--- src/rtl/outmem_reader_if.sv ---
`default_nettype none
// ============================================================================
// Module      : outmem_reader_if
// Description : Bundles the two buses of the output-memory reader.
//               - Read bus to the layer output memory:
//                 rd_en, rd_index2/1/0 (channel/row/column), mem_read_data
//               - Activation stream to the host:
//                 out_data, out_index2/1/0, out_last, out_valid, out_ready
//               master : the reader (drives reads and the stream)
//               slave  : memory + host side (returns data, drives out_ready)
// Revision    : 1.0 - initial release
// ============================================================================
interface outmem_reader_if #(
    parameter int DATA_SIZE = 64
);
    logic                 rd_en;
    logic [15:0]          rd_index2;
    logic [15:0]          rd_index1;
    logic [15:0]          rd_index0;
    logic [DATA_SIZE-1:0] mem_read_data;

    logic [DATA_SIZE-1:0] out_data;
    logic [15:0]          out_index2;
    logic [15:0]          out_index1;
    logic [15:0]          out_index0;
    logic                 out_last;
    logic                 out_valid;
    logic                 out_ready;

    modport master (
        output rd_en, rd_index2, rd_index1, rd_index0,
        input  mem_read_data,
        output out_data, out_index2, out_index1, out_index0,
        output out_last, out_valid,
        input  out_ready
    );

    modport slave (
        input  rd_en, rd_index2, rd_index1, rd_index0,
        output mem_read_data,
        input  out_data, out_index2, out_index1, out_index0,
        input  out_last, out_valid,
        output out_ready
    );
endinterface
`default_nettype wire

--- src/rtl/outmem_reader.sv ---
`default_nettype none
// ============================================================================
// Module      : outmem_reader
// Description : Drains a layer's output activation memory to the host.
//               Walks channel/row/column, issues reads to the output memory,
//               absorbs the fixed read latency in a credit-controlled FIFO and
//               presents each word with its coordinates on a valid/ready
//               stream.
// Ports       : clk   - rising-edge clock
//               reset - asynchronous active-low reset
//               start - one-cycle pulse, begins a drain when idle
//               busy  - drain in progress
//               done  - one-cycle pulse after the last beat is accepted
//               bus   - read bus + output stream (outmem_reader_if.master)
// Revision    : 1.0 - initial release
// ============================================================================
module outmem_reader #(
    parameter int DATA_SIZE    = 64,
    parameter int NUM_CH       = 16,
    parameter int DIM          = 13,
    parameter int READ_LATENCY = 1,
    parameter int FIFO_DEPTH   = 4
) (
    input  logic            clk,
    input  logic            reset,
    input  logic            start,
    output logic            busy,
    output logic            done,
    outmem_reader_if.master bus
);

    localparam logic [1:0] c_S_IDLE   = 2'd0;
    localparam logic [1:0] c_S_ISSUE  = 2'd1;
    localparam logic [1:0] c_S_DRAIN  = 2'd2;
    localparam logic [1:0] c_S_FINISH = 2'd3;

    localparam int c_CNT_W = $clog2(FIFO_DEPTH + 1);
    localparam int c_PTR_W = (FIFO_DEPTH > 1) ? $clog2(FIFO_DEPTH) : 1;
    localparam logic [c_CNT_W:0]   c_DEPTH    = (c_CNT_W + 1)'(FIFO_DEPTH);
    localparam logic [c_PTR_W-1:0] c_PTR_LAST = c_PTR_W'(FIFO_DEPTH - 1);
    localparam logic [15:0]        c_LAST_CH  = 16'(NUM_CH - 1);
    localparam logic [15:0]        c_LAST_POS = 16'(DIM - 1);

    logic [1:0]          r_state;
    logic [15:0]         r_ch, r_row, r_col;
    logic [c_CNT_W-1:0]  r_inflight;
    logic [c_CNT_W-1:0]  r_count;
    logic [c_PTR_W-1:0]  r_wr_ptr, r_rd_ptr;

    // Read pipeline: tags travelling alongside each outstanding read
    logic                 r_pv [READ_LATENCY];
    logic [15:0]          r_p2 [READ_LATENCY];
    logic [15:0]          r_p1 [READ_LATENCY];
    logic [15:0]          r_p0 [READ_LATENCY];
    logic                 r_pl [READ_LATENCY];

    // Output FIFO storage
    logic [DATA_SIZE-1:0] r_fd [FIFO_DEPTH];
    logic [15:0]          r_f2 [FIFO_DEPTH];
    logic [15:0]          r_f1 [FIFO_DEPTH];
    logic [15:0]          r_f0 [FIFO_DEPTH];
    logic                 r_fl [FIFO_DEPTH];

    logic                 w_issue, w_push, w_pop, w_is_last, w_drained;
    logic [c_CNT_W:0]     w_used;

    assign w_pop     = bus.out_valid & bus.out_ready;
    assign w_push    = r_pv[READ_LATENCY-1];
    assign w_is_last = (r_ch == c_LAST_CH) && (r_row == c_LAST_POS) && (r_col == c_LAST_POS);

    // Credits: FIFO occupancy plus reads still in flight. A beat leaving the
    // FIFO this cycle frees its slot already, which keeps the stream gapless
    // when FIFO_DEPTH == READ_LATENCY+1. Invariant count+inflight <= depth
    // holds, so the FIFO is never written while full.
    assign w_used  = {1'b0, r_count} + {1'b0, r_inflight} - {{c_CNT_W{1'b0}}, w_pop};
    assign w_issue = (r_state == c_S_ISSUE) && (w_used < c_DEPTH);

    // The final beat may be leaving this very cycle; this lets done follow
    // the out_last handshake by exactly one cycle.
    assign w_drained = (r_inflight == '0) &&
                       ((r_count == '0) || ((r_count == c_CNT_W'(1)) && w_pop));

    assign busy = (r_state == c_S_ISSUE) || (r_state == c_S_DRAIN);
    assign done = (r_state == c_S_FINISH);

    assign bus.rd_en      = w_issue;
    assign bus.rd_index2  = r_ch;
    assign bus.rd_index1  = r_row;
    assign bus.rd_index0  = r_col;
    assign bus.out_valid  = (r_count != '0);
    assign bus.out_data   = r_fd[r_rd_ptr];
    assign bus.out_index2 = r_f2[r_rd_ptr];
    assign bus.out_index1 = r_f1[r_rd_ptr];
    assign bus.out_index0 = r_f0[r_rd_ptr];
    assign bus.out_last   = r_fl[r_rd_ptr];

    // Control FSM and channel/row/column walk
    always_ff @(posedge clk or negedge reset) begin
        if (!reset) begin
            r_state <= c_S_IDLE;
            r_ch    <= '0;
            r_row   <= '0;
            r_col   <= '0;
        end else begin
            case (r_state)
                c_S_IDLE: begin
                    if (start) begin
                        r_state <= c_S_ISSUE;
                        r_ch    <= '0;
                        r_row   <= '0;
                        r_col   <= '0;
                    end
                end
                c_S_ISSUE: begin
                    if (w_issue) begin
                        if (w_is_last) begin
                            r_state <= c_S_DRAIN;
                            r_ch    <= '0;
                            r_row   <= '0;
                            r_col   <= '0;
                        end else if (r_col == c_LAST_POS) begin
                            r_col <= '0;
                            if (r_row == c_LAST_POS) begin
                                r_row <= '0;
                                r_ch  <= r_ch + 16'd1;
                            end else begin
                                r_row <= r_row + 16'd1;
                            end
                        end else begin
                            r_col <= r_col + 16'd1;
                        end
                    end
                end
                c_S_DRAIN: begin
                    if (w_drained) r_state <= c_S_FINISH;
                end
                c_S_FINISH: r_state <= c_S_IDLE;
                default:    r_state <= c_S_IDLE;
            endcase
        end
    end

    // Read pipeline matching the memory latency
    always_ff @(posedge clk or negedge reset) begin
        if (!reset) begin
            for (int i = 0; i < READ_LATENCY; i++) begin
                r_pv[i] <= 1'b0;
                r_p2[i] <= '0;
                r_p1[i] <= '0;
                r_p0[i] <= '0;
                r_pl[i] <= 1'b0;
            end
            r_inflight <= '0;
        end else begin
            r_pv[0] <= w_issue;
            r_p2[0] <= r_ch;
            r_p1[0] <= r_row;
            r_p0[0] <= r_col;
            r_pl[0] <= w_is_last;
            for (int i = 1; i < READ_LATENCY; i++) begin
                r_pv[i] <= r_pv[i-1];
                r_p2[i] <= r_p2[i-1];
                r_p1[i] <= r_p1[i-1];
                r_p0[i] <= r_p0[i-1];
                r_pl[i] <= r_pl[i-1];
            end
            r_inflight <= r_inflight + c_CNT_W'(w_issue) - c_CNT_W'(w_push);
        end
    end

    // Output FIFO
    always_ff @(posedge clk or negedge reset) begin
        if (!reset) begin
            for (int i = 0; i < FIFO_DEPTH; i++) begin
                r_fd[i] <= '0;
                r_f2[i] <= '0;
                r_f1[i] <= '0;
                r_f0[i] <= '0;
                r_fl[i] <= 1'b0;
            end
            r_wr_ptr <= '0;
            r_rd_ptr <= '0;
            r_count  <= '0;
        end else begin
            if (w_push) begin
                r_fd[r_wr_ptr] <= bus.mem_read_data;
                r_f2[r_wr_ptr] <= r_p2[READ_LATENCY-1];
                r_f1[r_wr_ptr] <= r_p1[READ_LATENCY-1];
                r_f0[r_wr_ptr] <= r_p0[READ_LATENCY-1];
                r_fl[r_wr_ptr] <= r_pl[READ_LATENCY-1];
                r_wr_ptr <= (r_wr_ptr == c_PTR_LAST) ? '0 : r_wr_ptr + c_PTR_W'(1);
            end
            if (w_pop) begin
                r_rd_ptr <= (r_rd_ptr == c_PTR_LAST) ? '0 : r_rd_ptr + c_PTR_W'(1);
            end
            r_count <= r_count + c_CNT_W'(w_push) - c_CNT_W'(w_pop);
        end
    end

endmodule
`default_nettype wire

--- src/flat_wrapper.sv ---
// flat-port wrapper written by rule: the top's interface ports become plain ports
module outmem_reader_flat 
#(
    parameter int DATA_SIZE    = 64,
    parameter int NUM_CH       = 16,
    parameter int DIM          = 13,
    parameter int READ_LATENCY = 1,
    parameter int FIFO_DEPTH   = 4
)
  (clk, reset, start, busy, done, bus_rd_en, bus_rd_index2, bus_rd_index1, bus_rd_index0, bus_mem_read_data, bus_out_data, bus_out_index2, bus_out_index1, bus_out_index0, bus_out_last, bus_out_valid, bus_out_ready);
  outmem_reader_if #(.DATA_SIZE(DATA_SIZE)) bus_i ();
  input  logic clk;
  input  logic reset;
  input  logic start;
  output logic busy;
  output logic done;
  output wire logic [$bits(bus_i.rd_en)-1:0] bus_rd_en;
  output wire logic [$bits(bus_i.rd_index2)-1:0] bus_rd_index2;
  output wire logic [$bits(bus_i.rd_index1)-1:0] bus_rd_index1;
  output wire logic [$bits(bus_i.rd_index0)-1:0] bus_rd_index0;
  input wire logic [$bits(bus_i.mem_read_data)-1:0] bus_mem_read_data;
  output wire logic [$bits(bus_i.out_data)-1:0] bus_out_data;
  output wire logic [$bits(bus_i.out_index2)-1:0] bus_out_index2;
  output wire logic [$bits(bus_i.out_index1)-1:0] bus_out_index1;
  output wire logic [$bits(bus_i.out_index0)-1:0] bus_out_index0;
  output wire logic [$bits(bus_i.out_last)-1:0] bus_out_last;
  output wire logic [$bits(bus_i.out_valid)-1:0] bus_out_valid;
  input wire logic [$bits(bus_i.out_ready)-1:0] bus_out_ready;
  assign bus_rd_en = bus_i.rd_en;
  assign bus_rd_index2 = bus_i.rd_index2;
  assign bus_rd_index1 = bus_i.rd_index1;
  assign bus_rd_index0 = bus_i.rd_index0;
  assign bus_i.mem_read_data = bus_mem_read_data;
  assign bus_out_data = bus_i.out_data;
  assign bus_out_index2 = bus_i.out_index2;
  assign bus_out_index1 = bus_i.out_index1;
  assign bus_out_index0 = bus_i.out_index0;
  assign bus_out_last = bus_i.out_last;
  assign bus_out_valid = bus_i.out_valid;
  assign bus_i.out_ready = bus_out_ready;
  outmem_reader #(.DATA_SIZE(DATA_SIZE), .NUM_CH(NUM_CH), .DIM(DIM), .READ_LATENCY(READ_LATENCY), .FIFO_DEPTH(FIFO_DEPTH)) u_core (.clk(clk), .reset(reset), .start(start), .busy(busy), .done(done), .bus(bus_i));
endmodule
--- config.mk ---
export PLATFORM = sky130hd
export DESIGN_NAME = outmem_reader_flat
export DESIGN_NICKNAME = d
export VERILOG_FILES = /design/src/rtl/outmem_reader_if.sv /design/src/rtl/outmem_reader.sv /design/src/flat_wrapper.sv
export SDC_FILE = /design/constraint.sdc
export NUM_CORES = 1
export LEC_CHECK = 0
export ABC_CLOCK_PERIOD_IN_PS = 3320
export BUFFER_PORTS_ARGS = -buffer_cell sky130_fd_sc_hd__buf_2
export CORE_MARGIN = 4
export CORE_UTILIZATION = 40
export CTS_CLUSTER_SIZE = 10
export DETAILED_ROUTE_END_ITERATION = 8
export REMOVE_ABC_BUFFERS = 1
export SLEW_MARGIN = 25
export SYNTH_ARGS = -nofsm -noshare
export SYNTH_HDL_FRONTEND = slang
export SYNTH_SLANG_ARGS = --single-unit
export TNS_END_PERCENT = 10
--- constraint.sdc ---
create_clock -name clk -period 3.32 [get_ports clk]
set_input_delay 0.166 -clock clk [delete_from_list [all_inputs] [get_ports clk]]
set_output_delay 0.166 -clock clk [all_outputs]
set_load 0.01 [all_outputs]
==> metrics.md <==
| Metric | Value |
|---|---|
| Drt wl/cell | 21.5 um |
| Largest net degree at the start of global routing | 116 |
| Worst-Margin Slew | 0.932 ns |
| Remaining antenna violation count after routing | 0 |
| Final setup viols | 0 |
| Mapped Area | 24200 um^2 |
| DRC | 0 |
| Initial DRC Count | 648 |
| Non-Filler Instances | 2690 |
| Die area | 64600 um^2 |
| Worst-path cell chain | or3_1, nand2_1, or2_2, ha_1, and4_1, a32o_1, o21ai_1, ha_1, inv_1, ha_1, fa_1, xnor2_1 |
| Antenna violations before repair | 2 |
| Hold Path Stages | 4 |
| Slowest-stage cell, CP | dfrtp_1 |
| Hold Vio Cnt, Final | 0 |
| Dpl hpwl | 36800 um |
| CP dominant cell by count | ha_1 |
| FF-to-FF path depth | 12 |
| Placed cells | 2528 |
| Top_reg_cell synth | dfrtp_1 |
| GRT overflow | 0 |
| CTS Buf Count | 69 |
| GRT Util Overall | 18.1% |
| RSZ-0062 raised after global routing | no |
| Max-slew headroom | 37.9% |
| Post-Place Setup Slack | 0.193 ns |
| Final Skew | 0.0174 ns |
| Routability-driven placement congestion ratio | 0.803 |
| Drt first pass iters | 6 |
| Design area | 29400 um^2 |
| Max Slew Vio Count | 0 |
| Status | finished, final reports clean |
| P_leak | 13.5 nW |
| Most numerous cell in the Yosys netlist | dfrtp_1 |
| Clk buf depth | 3 |
| Final WS setup | 0.273 ns |
| Yosys top cell area share | 58.0% |
| Site Rows | 89 |
| Share of synthesized registers carrying an async set or reset | 100% |
| Vias in the first global route | 15.8k |
| Yosys warns | 0 |
| P per Cell Area | 491 nW/um^2 |
| Crit path kind | flip-flop to flip-flop |
| Sequential area share after synthesis | 58.0% |
| Hold WC Path Type | primary input to flip-flop |
| Die Wd | 254 um |
| Area Growth Syn to Fin | 21.2% |
| Max Freq | 328 MHz |
| Clock Sinks | 562 |
| Cell taking the most area after synthesis | dfrtp_1 |
| Core area | 59500 um^2 |
| Cell variety after synth | 55 |
| IR drop worst, VDD | 0.460 mV |
| WL final | 57700 um |
| FF+latch count, synth | 562 |
| CTS tree | built |
| Vias | 14.6k |
| Mapped Cells | 1560 |
| Max-cap viol count | 0 |
| Skew-Pair Late Insertion Delay | 0.59 ns |
| PortBufs | 232 |
| Via-per-instance ratio | 5.43 |
| Setup_tns | 0 ns |
| Total power | 14.4 mW |
| Die height | 254 um |
| Mean Syn Cell Area | 15.5 um^2 |
| Min Tclk post-route | 3.05 ns |
| Htree depth | 3 |
| Post-DP Area | 26700 um^2 |
| Initial Utilization | 40.8% |
| Crit share post-route | 91.8% |
| Critical Path Source Type | flip-flop |
| Root Driver | clkbuf_16 |
| First-pass GRT wire length | 92000 um |
| Ratio of cells with drive above 1 in the final layout | 49.7% |
| Top post-synthesis cells by area | dfrtp_1 58%, mux2_2 21%, mux4_2 11%, ha_1 1.1%, o21ai_0 0.97% |
| Clock-pin transition on the worst setup and hold timing paths | 0.05 ns |
| Post-synth EDFFs | 0 |
| Layout net count | 1984 |
| Arrival time worst endpoint | 3.52 ns |
| CP max stage delay | 0.43 ns |
| Io pins | 233 |
| Synth cell count leaders | 562 x dfrtp_1, 454 x mux2_2, 113 x mux4_2 |
| Critical path endpoint category | flip-flop |
| Worst-path maximum fanout | 6 |
| Req. time, crit path | 3.79 ns |
-- final cells by class --
cell class              count  area (um^2)
fillers                  5145        30100
diodes                      1         2.50
flip-flops and latches    562        14100
clock inverters             9          103
well taps                 773          967
clock buffers              86         1880
inverters                  29          109
repair buffers            353         2480
multi-input cells         877         9760
-- cell usage in the layout, fill, tap and decap left out, types with 15 or more instances in the layout --
cell type / Yosys / routed
dfrtp_1: 562 / 560
mux2_2: 454 / 454
buf_2: 1 / 231
mux4_2: 113 / 113
clkbuf_16: 0 / 71
dlygate4sd3_1: 0 / 66
o21ai_0: 47 / 46
buf_4: 0 / 36
inv_1: 29 / 29
nand2_1: 31 / 27
nand3_1: 27 / 27
ha_1: 22 / 22
o31ai_1: 21 / 20
buf_12: 0 / 19
nor2_1: 18 / 18
nand4_1: 15 / 15
-- report_power, final --
group	switching [mW]	internal, mW
logic	0.279	0.292
registers	0.0724	7.02
clock network	2.73	4.03
total	3.09	11.3
-- what timing repair did --
action | CTS | global route
endpoints found under the hold margin | 358 | 0
resized for setup | 0 | 1
setup endpoints to repair | 0 | 3
hold buffers | 66 | 0
setup buffers | 0 | 0
-- per-layer routing --
layer	up-vias	GRT usage [%]	part of all wire [%]
met5	-	0	0.023
met4	2	4.47	1.9
met3	79	4.96	5.9
met2	274	29.9	49
met1	7732	24.1	44
li1	6507	-	-
-- state kept, by name, indices dropped and copies added, names as in the netlist, 64 cells and up --
signal	flops
u_core.r_fd	256
u_core.r_f0	64
u_core.r_f1	64
u_core.r_f2	64
-- cell families after synthesis --
group,Yosys count,synth area share (%)
XOR/XNOR,7,0.253
buffers and inverters,121,1.94
AO/OA/AOI/OAI,125,3.44
adder cells (fa/ha/maj),24,1.30
flip-flops,562,58.0
multiplexers,567,31.6
AND/OR/NAND/NOR,154,3.43
-- worst paths after layout --
check	startpoint	to	slack [ns]
max in group asynchronous	reset	u_core.r_f0[18]	1.95
worst min-delay path	start	u_core.r_state[0]	0.06
min in group asynchronous	reset	u_core.r_fd[209]	0.28
worst min register to register	u_core.bus.rd_index1[13]	u_core.r_p1[13]	0.48
worst max register to register	u_core.r_count[1]	u_core.r_inflight[2]	0.27
worst max-delay path	u_core.r_count[1]	u_core.r_inflight[2]	0.27
-- worst max-delay path: cells and delay by family, from the launching register on --
family,cells,cell delay [ns]
AOI/OAI and AO/OA,2,0.45
xor gates and xnor gates,1,0.13
adders and majority gates,4,0.93
buffers and inverters,1,0.04
DFF,1,0.43
and+or+nand+nor,4,0.93
-- stage by stage --
step	hold slack (ns)	utilization [%]
after floorplan	-0.130	-
after global placement	0.337	44.9
after detailed placement	0.351	44.9
after CTS	0.00740	49.4
after global routing	0.0520	49.4
final	0.0562	49.4
No activity file was read; power rests on OpenSTA's default activity.
